File: config.mk
export PLATFORM = sky130hd
export DESIGN_NAME = obj_line_scan
export DESIGN_NICKNAME = d
export VERILOG_FILES = /design/src/rtl/obj_line_scan.sv
export SDC_FILE = /design/constraint.sdc
export NUM_CORES = 1
export LEC_CHECK = 0
export CELL_PAD_IN_SITES_DETAIL_PLACEMENT = 0
export CELL_PAD_IN_SITES_GLOBAL_PLACEMENT = 1
export CORE_UTILIZATION = 35
export DETAILED_ROUTE_END_ITERATION = 16
export HOLD_SLACK_MARGIN = 0.03
export PLACE_DENSITY = 0.63
export SETUP_SLACK_MARGIN = 0.02
export SLEW_MARGIN = 10
export SYNTH_ARGS = -nofsm -noshare
export SYNTH_HDL_FRONTEND = slang
export SYNTH_SLANG_ARGS = --single-unit
File: constraint.sdc
create_clock -name clk -period 8.14 [get_ports clk]
set_input_delay 1.628 -clock clk [delete_from_list [all_inputs] [get_ports clk]]
set_output_delay 1.628 -clock clk [all_outputs]
set_load 0.05 [all_outputs]
File: src/rtl/obj_line_scan.sv
// Line scanner: walks object RAM, keeps entries that cross line_y, queues one tile request per 16-px column.
// Latency 2 ce per hidden entry, 5+cols ce per visible one; EMIT stalls while the request FIFO is full and not popping.
module obj_line_scan #(
    parameter int FIFO_DEPTH = 16,
    parameter int MAX_TILES  = 32
) (
    input  logic        clk,
    input  logic        reset_n,
    input  logic        ce,
    input  logic        line_start,
    input  logic [8:0]  line_y,
    output logic [10:0] obj_addr,
    input  logic [15:0] obj_din,
    output logic        busy,
    output logic        done,
    output logic        overflow,
    output logic        req_valid,
    input  logic        req_ready,
    output logic [15:0] req_code,
    output logic [9:0]  req_x,
    output logic [3:0]  req_row,
    output logic [6:0]  req_color,
    output logic        req_flipx,
    output logic [2:0]  req_layer
);

    localparam int AW = $clog2(FIFO_DEPTH);
    localparam int CW = $clog2(MAX_TILES + 1);
    localparam logic [AW:0]   FIFO_FULL = (AW+1)'(FIFO_DEPTH);
    localparam logic [CW-1:0] TILE_MAX  = CW'(MAX_TILES);

    typedef enum logic [2:0] {
        S_IDLE, S_RD_Y, S_CHK, S_W1, S_W2, S_W3, S_EMIT, S_DONE
    } state_t;

    typedef struct packed {
        logic [15:0] code;
        logic [9:0]  x;
        logic [3:0]  row;
        logic [6:0]  color;
        logic        flipx;
        logic [2:0]  layer;
    } req_t;

    state_t        r_state;
    state_t        w_state_nxt;
    logic [8:0]    r_line_y;
    logic [7:0]    r_idx;
    logic [CW-1:0] r_tile_cnt;
    logic          r_overflow;
    logic [7:0]    r_dy;
    logic [1:0]    r_h;
    logic [1:0]    r_c;
    logic [2:0]    r_layer;
    logic [15:0]   r_code;
    logic [6:0]    r_color;
    logic          r_flipx;
    logic          r_flipy;
    logic [9:0]    r_x;
    logic [2:0]    r_col;

    req_t          r_mem [FIFO_DEPTH];
    logic [AW-1:0] r_wr_ptr;
    logic [AW-1:0] r_rd_ptr;
    logic [AW:0]   r_count;

    logic [8:0]    w_chk_dy;
    logic          w_chk_term;
    logic          w_chk_vis;
    logic [3:0]    w_chk_cols;
    logic [3:0]    w_cols;
    logic [3:0]    w_rows;
    logic [8:0]    w_chk_idx_sum;
    logic [8:0]    w_emit_idx_sum;
    logic          w_last_col;
    logic [CW-1:0] w_tile_cnt_inc;
    logic          w_hit_max;
    logic          w_fifo_full;
    logic          w_pop;
    logic          w_push;
    logic          w_can_push;
    logic [3:0]    w_r;
    logic [3:0]    w_pr;
    logic [2:0]    w_cp;
    req_t          w_req;
    req_t          w_head;

    // dy wraps mod 512 so objects straddling the bottom of the frame reappear at the top
    assign w_chk_dy       = r_line_y - obj_din[8:0];
    assign w_chk_term     = (obj_din == 16'h0000);
    assign w_chk_cols     = 4'd1 << obj_din[12:11];
    assign w_chk_vis      = (w_chk_dy < (9'd16 << obj_din[10:9])) && (obj_din[15:13] != 3'd7);
    assign w_chk_idx_sum  = {1'b0, r_idx} + {5'd0, w_chk_cols};

    assign w_cols         = 4'd1 << r_c;
    assign w_rows         = 4'd1 << r_h;
    assign w_emit_idx_sum = {1'b0, r_idx} + {5'd0, w_cols};
    assign w_last_col     = ({1'b0, r_col} == (w_cols - 4'd1));
    assign w_tile_cnt_inc = r_tile_cnt + CW'(1);
    assign w_hit_max      = (w_tile_cnt_inc == TILE_MAX);

    assign w_fifo_full    = (r_count == FIFO_FULL);
    assign req_valid      = (r_count != '0);
    assign w_pop          = ce && req_valid && req_ready;
    assign w_can_push     = !w_fifo_full || w_pop;
    assign w_push         = ce && !line_start && (r_state == S_EMIT) && w_can_push;

    always_comb begin
        w_r  = r_dy[7:4];
        w_pr = r_dy[3:0];
        if (r_flipy) begin
            w_r  = w_rows - 4'd1 - r_dy[7:4];
            w_pr = 4'd15 - r_dy[3:0];
        end
        w_cp        = r_flipx ? (w_cols[2:0] - 3'd1 - r_col) : r_col;
        w_req.code  = r_code + {10'd0, w_cp, 3'd0} + {12'd0, w_r};
        w_req.x     = r_x + {3'd0, r_col, 4'd0};
        w_req.row   = w_pr;
        w_req.color = r_color;
        w_req.flipx = r_flipx;
        w_req.layer = r_layer;
    end

    always_ff @(posedge clk or negedge reset_n) begin
        if (!reset_n) begin
            r_state <= S_IDLE;
        end else if (ce) begin
            r_state <= w_state_nxt;
        end
    end

    always_comb begin
        w_state_nxt = r_state;
        busy        = 1'b1;
        done        = 1'b0;
        obj_addr    = '0;
        case (r_state)
            S_IDLE: busy = 1'b0;
            S_RD_Y: begin
                obj_addr    = {1'b0, r_idx, 2'd0};
                w_state_nxt = S_CHK;
            end
            S_CHK: begin
                obj_addr = {1'b0, r_idx, 2'd1};
                if (w_chk_term)
                    w_state_nxt = S_DONE;
                else if (w_chk_vis)
                    w_state_nxt = S_W1;
                else
                    w_state_nxt = w_chk_idx_sum[8] ? S_DONE : S_RD_Y;
            end
            S_W1: begin
                obj_addr    = {1'b0, r_idx, 2'd2};
                w_state_nxt = S_W2;
            end
            S_W2: begin
                obj_addr    = {1'b0, r_idx, 2'd3};
                w_state_nxt = S_W3;
            end
            S_W3: begin
                obj_addr    = {1'b0, r_idx, 2'd3};
                w_state_nxt = S_EMIT;
            end
            S_EMIT: begin
                obj_addr = {1'b0, r_idx, 2'd3};
                if (w_can_push) begin
                    if (w_hit_max)
                        w_state_nxt = S_DONE;
                    else if (w_last_col)
                        w_state_nxt = w_emit_idx_sum[8] ? S_DONE : S_RD_Y;
                end
            end
            S_DONE: begin
                done        = 1'b1;
                w_state_nxt = S_IDLE;
            end
            default: w_state_nxt = S_IDLE;
        endcase
        // a new line always wins, including aborting a scan in progress
        if (line_start)
            w_state_nxt = S_RD_Y;
    end

    always_ff @(posedge clk or negedge reset_n) begin
        if (!reset_n) begin
            r_line_y   <= '0;
            r_idx      <= '0;
            r_tile_cnt <= '0;
            r_overflow <= 1'b0;
            r_dy       <= '0;
            r_h        <= '0;
            r_c        <= '0;
            r_layer    <= '0;
            r_code     <= '0;
            r_color    <= '0;
            r_flipx    <= 1'b0;
            r_flipy    <= 1'b0;
            r_x        <= '0;
            r_col      <= '0;
        end else if (ce) begin
            if (line_start) begin
                r_line_y   <= line_y;
                r_idx      <= '0;
                r_tile_cnt <= '0;
                r_overflow <= 1'b0;
            end else begin
                case (r_state)
                    S_CHK: begin
                        r_dy    <= w_chk_dy[7:0];
                        r_h     <= obj_din[10:9];
                        r_c     <= obj_din[12:11];
                        r_layer <= obj_din[15:13];
                        if (!w_chk_vis)
                            r_idx <= w_chk_idx_sum[7:0];
                    end
                    S_W1: r_code <= obj_din;
                    S_W2: begin
                        r_color <= obj_din[6:0];
                        r_flipx <= obj_din[8];
                        r_flipy <= obj_din[9];
                    end
                    S_W3: begin
                        r_x   <= obj_din[9:0];
                        r_col <= '0;
                    end
                    S_EMIT: begin
                        if (w_can_push) begin
                            r_tile_cnt <= w_tile_cnt_inc;
                            if (w_hit_max)
                                r_overflow <= 1'b1;
                            if (w_last_col)
                                r_idx <= w_emit_idx_sum[7:0];
                            else
                                r_col <= r_col + 3'd1;
                        end
                    end
                    default: ;
                endcase
            end
        end
    end

    always_ff @(posedge clk or negedge reset_n) begin
        if (!reset_n) begin
            r_wr_ptr <= '0;
            r_rd_ptr <= '0;
            r_count  <= '0;
        end else if (ce) begin
            if (line_start) begin
                r_wr_ptr <= '0;
                r_rd_ptr <= '0;
                r_count  <= '0;
            end else begin
                if (w_push)
                    r_wr_ptr <= r_wr_ptr + AW'(1);
                if (w_pop)
                    r_rd_ptr <= r_rd_ptr + AW'(1);
                case ({w_push, w_pop})
                    2'b10:   r_count <= r_count + (AW+1)'(1);
                    2'b01:   r_count <= r_count - (AW+1)'(1);
                    default: r_count <= r_count;
                endcase
            end
        end
    end

    always_ff @(posedge clk) begin
        if (w_push)
            r_mem[r_wr_ptr] <= w_req;
    end

    assign w_head    = r_mem[r_rd_ptr];
    assign overflow  = r_overflow;
    assign req_code  = req_valid ? w_head.code  : '0;
    assign req_x     = req_valid ? w_head.x     : '0;
    assign req_row   = req_valid ? w_head.row   : '0;
    assign req_color = req_valid ? w_head.color : '0;
    assign req_flipx = req_valid ? w_head.flipx : 1'b0;
    assign req_layer = req_valid ? w_head.layer : '0;

endmodule

==> impl_metrics.py <==
metrics = {
    "status": {
        "status": "finished, violations left",
        "violations": "design-rule violations",
    },
    "placed_design": {
        "port_buffers": 84,
        "gp_congestion": 0.829,
        "dp.final_hpwl_mm": 46.8,
    },
    "synth": {
        "synthMuxAreaShare_pct": 13.0,
        "synth_edf_count": 656,
        "synth_warnings": 0,
        "syn_inst": 1902,
        "yosys.area_share.adder_pct": 2.49,
        "yosysSeqAreaShare_pct": 70.3,
        "netlist_area_mm2": 0.0314,
        "synthDistinctLibCells": 66,
        "synth_top_family_by_area": "multiplexers",
        "async_reset_ff_share_pct": 12.4,
        "synth_compound_area_share_pct": 6.88,
        "yosys_most_used_dff": "edfxtp_1",
        "synth-seq-cells": 749,
        "yosys.area_share.simple_pct": 4.39,
        "synthesis.nets": 1989,
        "synth_xor_area_share_pct": 1.23,
        "synth_area_per_cell_um2": 16.5,
    },
    "floorplanning": {
        "start_util_pct": 35.4,
        "die_area_mm2": 0.0908,
        "floorplan.io_pins": 86,
        "die_height_um": 301,
        "die_x_um": 301,
        "rows": 109,
        "core_area_mm2": 0.0885,
    },
    "critical_path": {
        "cp_max_fo": 38,
        "critPathKind": "flop to output pin",
        "startpoint_type": "flop",
        "arrival_ns": 4.53,
        "worstPathRequired_ns": 6.51,
        "end_kind": "output pin",
    },
    "clock_tree": {
        "clockRootBuffer": "clkbuf_16",
        "cts.repair.resized": 0,
        "tritoncts": "done",
        "h-tree-depth": 3,
        "clk_path_buf_depth": 3,
        "cts.sinks": 749,
        "path_clk_slew_ns": 0.06,
        "cts_setup_buffers": 0,
        "clock_latency_ns": 0.62,
        "hold_buffers": 0,
        "numCtsBuffers": 79,
    },
    "power_and_ir_drop": {
        "power_switching_uw": 4500,
        "leakage_uw": 0.0121,
        "ir_worst_vdd_v": 0.000421,
        "pwr-share-clk_pct": 26.1,
        "p_sw_share_pct": 33.8,
        "p_seq_share_pct": 43.5,
        "comb_power_share_pct": 30.4,
        "p_int_uw": 8820,
        "pwr_density_cell_mw_per_mm2": 367,
    },
    "sta": {
        "tightest_slew_ns": 1.30,
        "holdWs_ns": 0.506,
        "fmax_mhz": 162,
        "setup_violations": 0,
        "slew_headroom_pct": 13.1,
        "hold_viol_final": 0,
        "clock_skew_ns": 0.0281,
        "fin_tns_setup_ns": 0,
        "grt_setup_unrepaired": "no",
        "final_max_slew_viol_count": 0,
        "post-route-period-util_pct": 75.6,
        "min_period_ns": 6.16,
    },
    "finish": {
        "syn2layout_area_growth_pct": 15.7,
        "nNetsFinal": 2105,
        "drive_gt1_share_pct": 17.4,
        "fin_util_pct": 41.0,
        "diodes": 0,
    },
    "grt": {
        "grt_pass1_wl_mm": 118,
        "grt_max_degree": 102,
        "antenna_found_initial": 0,
        "grt_pass1_vias": 18000,
        "track_usage_pct": 17.8,
        "grt_overflow_total": 0,
    },
    "drt": {
        "routed_wl_mm": 79.9,
        "drt.antenna.violating_nets": 0,
        "firstDrtPassIters": 11,
        "wl_per_cell_um": 24.6,
        "drt_iter0_drc": 1409,
        "viasPerCell": 5.33,
        "vias": 17300,
        "drc": 8,
    },
    "worst_hold_path": {
        "hp-class": "flop to flop",
    },
    "job": {
        "maxCapViolations": 0,
    },
}
[per-layer routing]
| layer | global-route usage, % | vias up | share of wire (%) |
|---|---|---|---|
| met1 | 24.8 | 9060 | 46 |
| met4 | 4.77 | 0 | 1.7 |
| met3 | 2.36 | 94 | 4.3 |
| li1 | - | 7720 | - |
| met2 | 29.1 | 419 | 48 |
| met5 | 0 | - | 0 |
[synthesized netlist by cell type, drive strengths merged (45+ instances only)]
| cell type | n | area (um^2) |
|---|---|---|
| edfxtp | 656 | 19700 |
| mux2i | 129 | 1290 |
| nand2 | 126 | 473 |
| dfrtp | 93 | 2330 |
| mux2 | 82 | 923 |
| mux4 | 82 | 1850 |
| o21ai | 78 | 394 |
| a21oi | 69 | 345 |
| clkbuf | 66 | 248 |
| nor2 | 49 | 184 |
| ha | 48 | 601 |
| o22ai | 46 | 288 |
| a211oi | 45 | 338 |
[layout make-up]
cell class	instances	area, um^2
fillers	7919	52200
flip-flops and latches	749	22000
multi-input cells	1015	8910
clock buffers	108	2150
well taps	1165	1460
repair buffers	131	1220
clock inverters	34	332
inverters	42	158
[cells in the final DEF, fill, tap and decap left out, types with 10 or more instances in the layout]
| cell type | instances |
|---|---|
| xor2_1 | 14 |
| nor2_1 | 44 |
| o22ai_1 | 46 |
| buf_4 | 46 |
| o221ai_1 | 42 |
| a211oi_1 | 45 |
| clkbuf_1 | 24 |
| mux2i_1 | 129 |
| clkdlybuf4s50_1 | 83 |
| ha_1 | 48 |
| mux2_2 | 82 |
| nor3_1 | 11 |
| o21ai_0 | 75 |
| nand2_1 | 124 |
| a21oi_1 | 69 |
| xnor2_1 | 22 |
| dfrtp_1 | 89 |
| clkinv_1 | 13 |
| edfxtp_1 | 656 |
| inv_1 | 42 |
| nor2b_1 | 16 |
| clkbuf_16 | 80 |
| and2_1 | 10 |
| nand3_1 | 14 |
| nand2b_1 | 12 |
| mux4_2 | 82 |
[power by group through the flow]
stage / logic, uW / clock network (uW) / registers, uW
after floorplan: 2860 / 0 / 5590
after global routing: 4370 / 3700 / 5840
after CTS: 4060 / 3550 / 5800
after global placement: 3970 / 0 / 5860
final: 4050 / 3470 / 5790
after detailed placement: 4050 / 0 / 5880
[critical path, cell delays in order (launching register included)]
cell and delay [ns]:
dfrtp_4 0.89, and2_2 0.96, a21oi_1 0.12, o21ai_0 0.15, o22ai_1 0.11, a211oi_1 0.69
clkdlybuf4s50_1 0.94
[sequential cells by signal (all words and copies together) (netlist names), 2 cells and up]
name	cells
r_mem	656
r_code	16
r_x	10
r_line_y	9
r_dy	8
r_idx	8
r_color	7
r_tile_cnt	6
r_count	5
r_rd_ptr	4
r_wr_ptr	4
r_col	3
r_layer	3
r_state	3
r_c	2
r_h	2
[kinds of logic after synthesis]
kind of cell / Yosys count
xor gates and xnor gates: 44
other: 1
adders and majority gates: 57
buffers and inverters: 138
AOI/OAI and AO/OA: 329
muxes: 293
and+or+nand+nor: 291
DFF: 749
[path summary, 6_finish.rpt]
kind	cells past startpoint	endpoint	startpoint	slack, ns
max in group asynchronous	2	r_rd_ptr[0]	reset_n	5.95
min in group asynchronous	1	r_idx[4]	reset_n	1.01
hold / removal	2	r_x[6]	r_x[6]	0.51
setup / recovery	6	req_code[13]	r_rd_ptr[1]	1.98
hold reg to reg	2	r_x[6]	r_x[6]	0.51
setup reg to reg	16	r_mem[1][39]	r_h[1]	3.56
[stage by stage]
stage,power (uW),std cells,instance area (um^2),worst slack (ns)
floorplan,8450,1902,31400,1.54
global placement,9820,3102,33700,2.58
detailed placement,9930,3102,33700,2.58
CTS,13400,3244,36200,1.89
global route,13900,3244,36300,1.76
finish,13300,3244,36300,1.98
Power figures use the tool's default switching activity.
